[src/rtl/tt_mux_sel_seq.sv]
// Mux select sequencer: drives the ctrl_ena / ctrl_sel_inc / ctrl_sel_rst_n pads
// through disable, counter reset, N increment pulses and re-enable.
module tt_mux_sel_seq #(
    parameter int ADDR_W  = 10,
    parameter int RST_CYC = 4,
    parameter int INC_CYC = 2
) (
    input  logic              clk,
    input  logic              rst_n,
    input  logic              req_valid,
    output logic              req_ready,
    input  logic [ADDR_W-1:0] req_addr,
    input  logic              req_ena,
    output logic              ctrl_ena,
    output logic              ctrl_sel_inc,
    output logic              ctrl_sel_rst_n,
    output logic              busy,
    output logic              done,
    output logic              sel_valid,
    output logic [ADDR_W-1:0] cur_addr
);

    // state  | meaning
    // IDLE   | waiting for a request, pads hold last values
    // DIS    | ctrl_ena and ctrl_sel_inc forced low (1 cycle)
    // RST    | ctrl_sel_rst_n low for RST_CYC cycles
    // INC_HI | ctrl_sel_inc high for INC_CYC cycles
    // INC_LO | ctrl_sel_inc low for INC_CYC cycles, one step consumed
    // FIN    | last cycle before ctrl_ena, done and cur_addr update
    typedef enum logic [2:0] {
        S_IDLE,
        S_DIS,
        S_RST,
        S_INC_HI,
        S_INC_LO,
        S_FIN
    } state_t;

    localparam int MAX_CYC = (RST_CYC > INC_CYC) ? RST_CYC : INC_CYC;
    localparam int PH_W    = $clog2(MAX_CYC) + 1;
    localparam logic [PH_W-1:0] RST_LD = PH_W'(RST_CYC - 1);
    localparam logic [PH_W-1:0] INC_LD = PH_W'(INC_CYC - 1);

    state_t              state_q, state_d;
    logic [PH_W-1:0]     phase_q, phase_d;
    logic [ADDR_W-1:0]   step_q, step_d;
    logic [ADDR_W-1:0]   addr_q, addr_d;
    logic                ena_q, ena_d;
    logic                req_ready_q, req_ready_d;
    logic                ctrl_ena_q, ctrl_ena_d;
    logic                ctrl_sel_inc_q, ctrl_sel_inc_d;
    logic                ctrl_sel_rst_n_q, ctrl_sel_rst_n_d;
    logic                busy_q, busy_d;
    logic                done_q, done_d;
    logic                sel_valid_q, sel_valid_d;
    logic [ADDR_W-1:0]   cur_addr_q, cur_addr_d;
    logic [ADDR_W-1:0]   step_dec;
    logic [PH_W-1:0]     phase_dec;

    assign step_dec  = step_q - ADDR_W'(1);
    assign phase_dec = phase_q - PH_W'(1);

    always_comb begin
        state_d          = state_q;
        phase_d          = phase_q;
        step_d           = step_q;
        addr_d           = addr_q;
        ena_d            = ena_q;
        req_ready_d      = req_ready_q;
        ctrl_ena_d       = ctrl_ena_q;
        ctrl_sel_inc_d   = ctrl_sel_inc_q;
        ctrl_sel_rst_n_d = ctrl_sel_rst_n_q;
        busy_d           = busy_q;
        done_d           = 1'b0;
        sel_valid_d      = sel_valid_q;
        cur_addr_d       = cur_addr_q;

        case (state_q)
            S_IDLE: begin
                if (req_valid && req_ready_q) begin
                    state_d        = S_DIS;
                    addr_d         = req_addr;
                    ena_d          = req_ena;
                    step_d         = req_addr;
                    busy_d         = 1'b1;
                    sel_valid_d    = 1'b0;
                    req_ready_d    = 1'b0;
                    ctrl_ena_d     = 1'b0;
                    ctrl_sel_inc_d = 1'b0;
                end
            end
            S_DIS: begin
                state_d          = S_RST;
                phase_d          = RST_LD;
                ctrl_sel_rst_n_d = 1'b0;
            end
            S_RST: begin
                if (phase_q != '0) begin
                    phase_d = phase_dec;
                end else begin
                    ctrl_sel_rst_n_d = 1'b1;
                    if (step_q == '0) begin
                        state_d = S_FIN;
                    end else begin
                        state_d        = S_INC_HI;
                        phase_d        = INC_LD;
                        ctrl_sel_inc_d = 1'b1;
                    end
                end
            end
            S_INC_HI: begin
                if (phase_q != '0) begin
                    phase_d = phase_dec;
                end else begin
                    state_d        = S_INC_LO;
                    phase_d        = INC_LD;
                    ctrl_sel_inc_d = 1'b0;
                end
            end
            S_INC_LO: begin
                if (phase_q != '0) begin
                    phase_d = phase_dec;
                end else begin
                    step_d = step_dec;
                    if (step_dec != '0) begin
                        state_d        = S_INC_HI;
                        phase_d        = INC_LD;
                        ctrl_sel_inc_d = 1'b1;
                    end else begin
                        state_d = S_FIN;
                    end
                end
            end
            S_FIN: begin
                // Pads are already settled (rst_n high, inc low) so re-enabling is safe here.
                state_d     = S_IDLE;
                ctrl_ena_d  = ena_q;
                done_d      = 1'b1;
                sel_valid_d = 1'b1;
                cur_addr_d  = addr_q;
                busy_d      = 1'b0;
                req_ready_d = 1'b1;
            end
            default: begin
                state_d = S_IDLE;
            end
        endcase
    end

    always_ff @(posedge clk or negedge rst_n) begin
        if (!rst_n) begin
            state_q          <= S_IDLE;
            phase_q          <= '0;
            step_q           <= '0;
            addr_q           <= '0;
            ena_q            <= 1'b0;
            req_ready_q      <= 1'b1;
            ctrl_ena_q       <= 1'b0;
            ctrl_sel_inc_q   <= 1'b0;
            ctrl_sel_rst_n_q <= 1'b0;
            busy_q           <= 1'b0;
            done_q           <= 1'b0;
            sel_valid_q      <= 1'b0;
            cur_addr_q       <= '0;
        end else begin
            state_q          <= state_d;
            phase_q          <= phase_d;
            step_q           <= step_d;
            addr_q           <= addr_d;
            ena_q            <= ena_d;
            req_ready_q      <= req_ready_d;
            ctrl_ena_q       <= ctrl_ena_d;
            ctrl_sel_inc_q   <= ctrl_sel_inc_d;
            ctrl_sel_rst_n_q <= ctrl_sel_rst_n_d;
            busy_q           <= busy_d;
            done_q           <= done_d;
            sel_valid_q      <= sel_valid_d;
            cur_addr_q       <= cur_addr_d;
        end
    end

    assign req_ready      = req_ready_q;
    assign ctrl_ena       = ctrl_ena_q;
    assign ctrl_sel_inc   = ctrl_sel_inc_q;
    assign ctrl_sel_rst_n = ctrl_sel_rst_n_q;
    assign busy           = busy_q;
    assign done           = done_q;
    assign sel_valid      = sel_valid_q;
    assign cur_addr       = cur_addr_q;

endmodule

[config.mk]
export PLATFORM = sky130hd
export DESIGN_NAME = tt_mux_sel_seq
export DESIGN_NICKNAME = d
export VERILOG_FILES = /design/src/rtl/tt_mux_sel_seq.sv
export SDC_FILE = /design/constraint.sdc
export NUM_CORES = 1
export LEC_CHECK = 0
export ABC_AREA = 0
export BUFFER_PORTS_ARGS = -buffer_cell sky130_fd_sc_hd__buf_2
export CAP_MARGIN = 20
export CORE_AREA = 5 5 68 70
export CTS_CLUSTER_DIAMETER = 200
export DETAILED_ROUTE_END_ITERATION = 10
export DIE_AREA = 0 0 73 75
export GPL_ROUTABILITY_DRIVEN = 0
export PLACE_DENSITY = 0.8
export SYNTH_ARGS = -nofsm -noshare
export SYNTH_HDL_FRONTEND = slang
export SYNTH_SLANG_ARGS = --single-unit
export TNS_END_PERCENT = 10
[constraint.sdc]
create_clock -name clk -period 3.9 [get_ports clk]
set_input_delay 0.585 -clock clk [delete_from_list [all_inputs] [get_ports clk]]
set_output_delay 0.585 -clock clk [all_outputs]
set_load 0.01 [all_outputs]
Yosys cells after proc, flatten, opt, wreduce, memory -nomap -nowiden --
Cells that the tools add are included.
Operators by class: equality and inequality tests 13, add/subtract/negate cells 2, reduce and logical (&&, ||, !) cells 17, magnitude comparators 0, muxes and demuxes 30, divide/modulo/power cells 0, bitwise operators 0, shifts and indexed selects 0, multiply operators 0
Operators with widths (number):
- $mux W3 | 11
- $mux W10 | 2
- $pmux W10 S2 | 1
- $pmux W3 S5 | 1
- $ne A2 B2 Y1 const B | 6
- $pmux W3 S4 | 1
- $logic_not A10 Y1 | 1
- $reduce_bool A10 Y1 | 1
- $sub A10 B1 Y10 const B | 1
- $mux W1 | 9
- $pmux W1 S2 | 4
- $reduce_bool A4 Y1 | 2
- $reduce_and A7 Y1 | 1
- $eq A3 B2 Y1 const B | 2
- $eq A3 B3 Y1 const B | 2
- $ne A3 B3 Y1 const B | 2
- $reduce_and A2 Y1 | 3
- $reduce_and A3 Y1 | 2
- $reduce_bool A2 Y1 | 3
- $pmux W1 S4 | 1
- $reduce_and A4 Y1 | 1
- $eq A3 B1 Y1 const B | 1
- $logic_not A3 Y1 | 1
- $reduce_bool A3 Y1 | 1
- 2 further kinds | 2
Storage, ports and cells: input port bits 14, output and inout port bits 17, logic and storage cells 75, memories kept 0, bits in read-only memories 0, latch bits 0, memory bits (writable) 0, flip-flop bits (word level) 44

Depth between registers and ports, before layout --
word-level depth 5, gate-level depth with buffers 8

Worst setup path before layout --
OpenSTA, ideal clock, no wires.
path type register -> register, start register step_q[0], end register phase_q[0], setup time 0.144 ns, stages on the path, launching flop included 7, required time 3.756 ns, period minus slack after synthesis 1.697 ns, path buffers 0, data arrival time 1.553 ns, path slack 2.203 ns, path through dfrtp_1 > inv_1 > ha_1 > nor3b_4 > a41oi_1 > o41ai_1 > a31oi_1
On the way: word-level cells in the longest chain between the ends 4, elaborated cells on any way between the ends 6, those cells by class add/sub (1); eq/ne (2); reduce/logical (3)
RTL lines:
- start, declared | line 46 | logic [ADDR_W-1:0] step_q, step_d;
- start signal, assigned | line 168 | step_q <= step_d;
- $sub A10 B1 Y10 | line 60 | assign step_dec = step_q - ADDR_W'(1);
- $reduce_bool A10 Y1 | line 125 | if (step_dec != '0) begin
- $ne A3 B3 Y1 (no line)
- $reduce_and A3 Y1 (no line) *
- end signal, assigned | line 167 | phase_q <= phase_d;
- end, declared | line 45 | logic [PH_W-1:0] phase_q, phase_d;
Mark *: on every way between the ends. The rest lies on a longest branch, timed or not. A chain may end at the register's enable or synchronous reset.

Worst setup path after layout --
start register step_q[1], end register phase_q[0]
The elaborated chain is that of the path after synthesis.

==> impl_metrics.json <==
{
  "p_leak_nw": 1.23,
  "num-nets-final": 262,
  "crit_fanout": 8,
  "hp-class": "in2async",
  "clk_pin_slew_worst_paths_ns": 0.09,
  "grt_usage": 0.188,
  "synth_area_leader_cell": "dfrtp_1",
  "slew_headroom": 0.363,
  "gr-total-overflow": 0,
  "crit_start": "step_q[1]$_DFFE_PN0P_",
  "finalHoldViolCount": 0,
  "hold_buffers": 0,
  "grt_pass1_vias": 1671,
  "ys_warn_count": 0,
  "period_minus_slack_ns": 1.96,
  "antenna_found_initial": 0,
  "routed_via_density": 5.80,
  "layout_common_cells": "43 x dfrtp_1, 36 x nand2_1, 30 x buf_2, 17 x o21ai_0, 12 x inv_1",
  "firstDrtPassIters": 4,
  "ys_types": 53,
  "path_class": "reg2reg",
  "grt_pass1_wl_um": 7960,
  "max_clock_freq_mhz": 509,
  "ios": 31,
  "root_buffer": "clkbuf_8",
  "vias": 1723,
  "clock_latency_ns": 0.30,
  "arrival_ns": 2.11,
  "rows": 23,
  "cts_max_level": 2,
  "power_density_nw_per_um2": 340,
  "start_util": 0.573,
  "clkSinkCount": 44,
  "p_total_uw": 848,
  "layout_commonest_cell": "dfrtp_1",
  "syn_inst": 223,
  "worstSetupStartpointType": "flop",
  "die_h_um": 75,
  "synth-edff-count": 0,
  "async_flop_share": 1.00,
  "fillers": 320,
  "min_period_over_period": 0.504,
  "synth-seq-cells": 44,
  "area_growth_pct": 11.2,
  "slew_violations": 0,
  "synth_top_cell_area_share": 0.480,
  "io_buffers": 30,
  "post-cts-setup-buffers": 0,
  "die_x_um": 73,
  "drc": 0,
  "rsz0062_at_grt": "no",
  "drt_wl_total_um": 4590,
  "routedWlPerCell_um": 15.4,
  "ant_nets": 0,
  "setup_tns_ns": 0,
  "ys_seq_area_frac": 0.491,
  "end_kind": "flop",
  "diodes": 0,
  "synth_ff_type": "dfrtp_1",
  "required_ns": 4.04,
  "ir_drop_uv": 226,
  "cts_resized": 0,
  "drv_cap": 0,
  "cts_tree": "yes",
  "setup-violations-final": 0,
  "cts_made_buffers": 5,
  "status": "finished, final reports clean",
  "fin_worst_skew_ns": 0.00781,
  "grt_max_degree": 45,
  "yosys-top-cells-area": "dfrtp_1 48%, nand2_1 6.0%, mux2_2 5.5%",
  "hpwl_um": 3110,
  "dieArea_um2": 5480,
  "drive_gt1_frac": 0.259,
  "syn_area_um2": 2240,
  "worstMarginPinSlew_ns": 0.949,
  "syn_area_per_cell_um2": 10.1,
  "drt_iter0_drc": 225,
  "coreArea_um2": 3910,
  "cts_max_path_buffers": 2,
  "rr_startpoint": "step_q[1]$_DFFE_PN0P_",
  "synth_fp_nets": 239
}
[synth_stat cells (3+ instances only)]
library cell and instances:
a21oi_1 9, a22oi_1 4, a41oi_1 3, buf_2 4
buf_4 5, buf_6 3, clkbuf_1 3, dfrtp_1 43
inv_1 12, mux2_2 11, nand2_1 36, nand3_1 6
nor2_1 9, o21ai_0 17, o21ai_1 5, o31ai_1 3
[power by group]
part           switching, mW  internal (mW)
logic                 0.0148        0.00878
clock network          0.159          0.210
registers                  0          0.456
[routing by layer]
| layer | GRT usage | part of all wire | vias up |
|---|---|---|---|
| li1 | - | - | 831 |
| met1 | 0.253 | 0.45 | 838 |
| met2 | 0.293 | 0.48 | 48 |
| met3 | 0.0454 | 0.047 | 6 |
| met4 | 0.0758 | 0.019 | 0 |
| met5 | 0 | 0 | - |
[area by class of cell]
type / count / area, um^2 / share of cell area
flip-flops and latches: 44 / 1100 / 0.442
multi-input cells: 152 / 993 / 0.398
repair buffers: 31 / 170 / 0.0682
clock buffers: 6 / 82.6 / 0.0331
well taps: 50 / 62.6 / 0.0251
inverters: 12 / 45.0 / 0.0181
clock inverters: 2 / 38.8 / 0.0155
[through the flow]
stage,instance area (um^2),setup slack (ns),util,instances,hold slack (ns)
after floorplan,2240,2.20,-,223,0.289
after global placement,2350,1.88,0.601,288,0.445
after global routing,2490,1.68,0.637,297,0.139
final,2490,1.94,0.637,297,0.140
after detailed placement,2350,1.88,0.601,288,0.451
after CTS,2470,1.95,0.632,296,0.469
[final timing paths]
check,endpoint,slack [ns],depth (start not counted)
max in group asynchronous,req_ready$_DFFE_PN1P_,3.24,2
hold / removal,addr_q[0]$_DFFE_PN0P_,0.14,1
setup reg to reg,phase_q[0]$_DFFE_PN0P_,1.94,6
setup / recovery,phase_q[0]$_DFFE_PN0P_,1.94,6
hold reg to reg,cur_addr[3]$_DFFE_PN0P_,0.47,2
min in group clk,cur_addr[3]$_DFFE_PN0P_,0.47,2
[critical path, stage by stage, from the launching register on]
cell	delay [ns]
dfrtp_1	0.43
inv_1	0.13
ha_1	0.24
nor3b_4	0.38
a41oi_1	0.23
o41ai_1	0.34
a31oi_1	0.07
[cells by family after synthesis]
group	synth area share
buffers and inverters	0.0658
adders and majority gates	0.0112
xor gates and xnor gates	0.00390
AOI/OAI and AO/OA	0.175
muxes	0.0597
and+or+nand+nor	0.194
DFF	0.491
[state kept, by name (all words and copies together), names as in the netlist, 3 cells and up]
signal,flops
step_q,10
state_q,3
phase_q,3
cur_addr,10
addr_q,10
No activity file was read; power rests on OpenSTA's default activity.
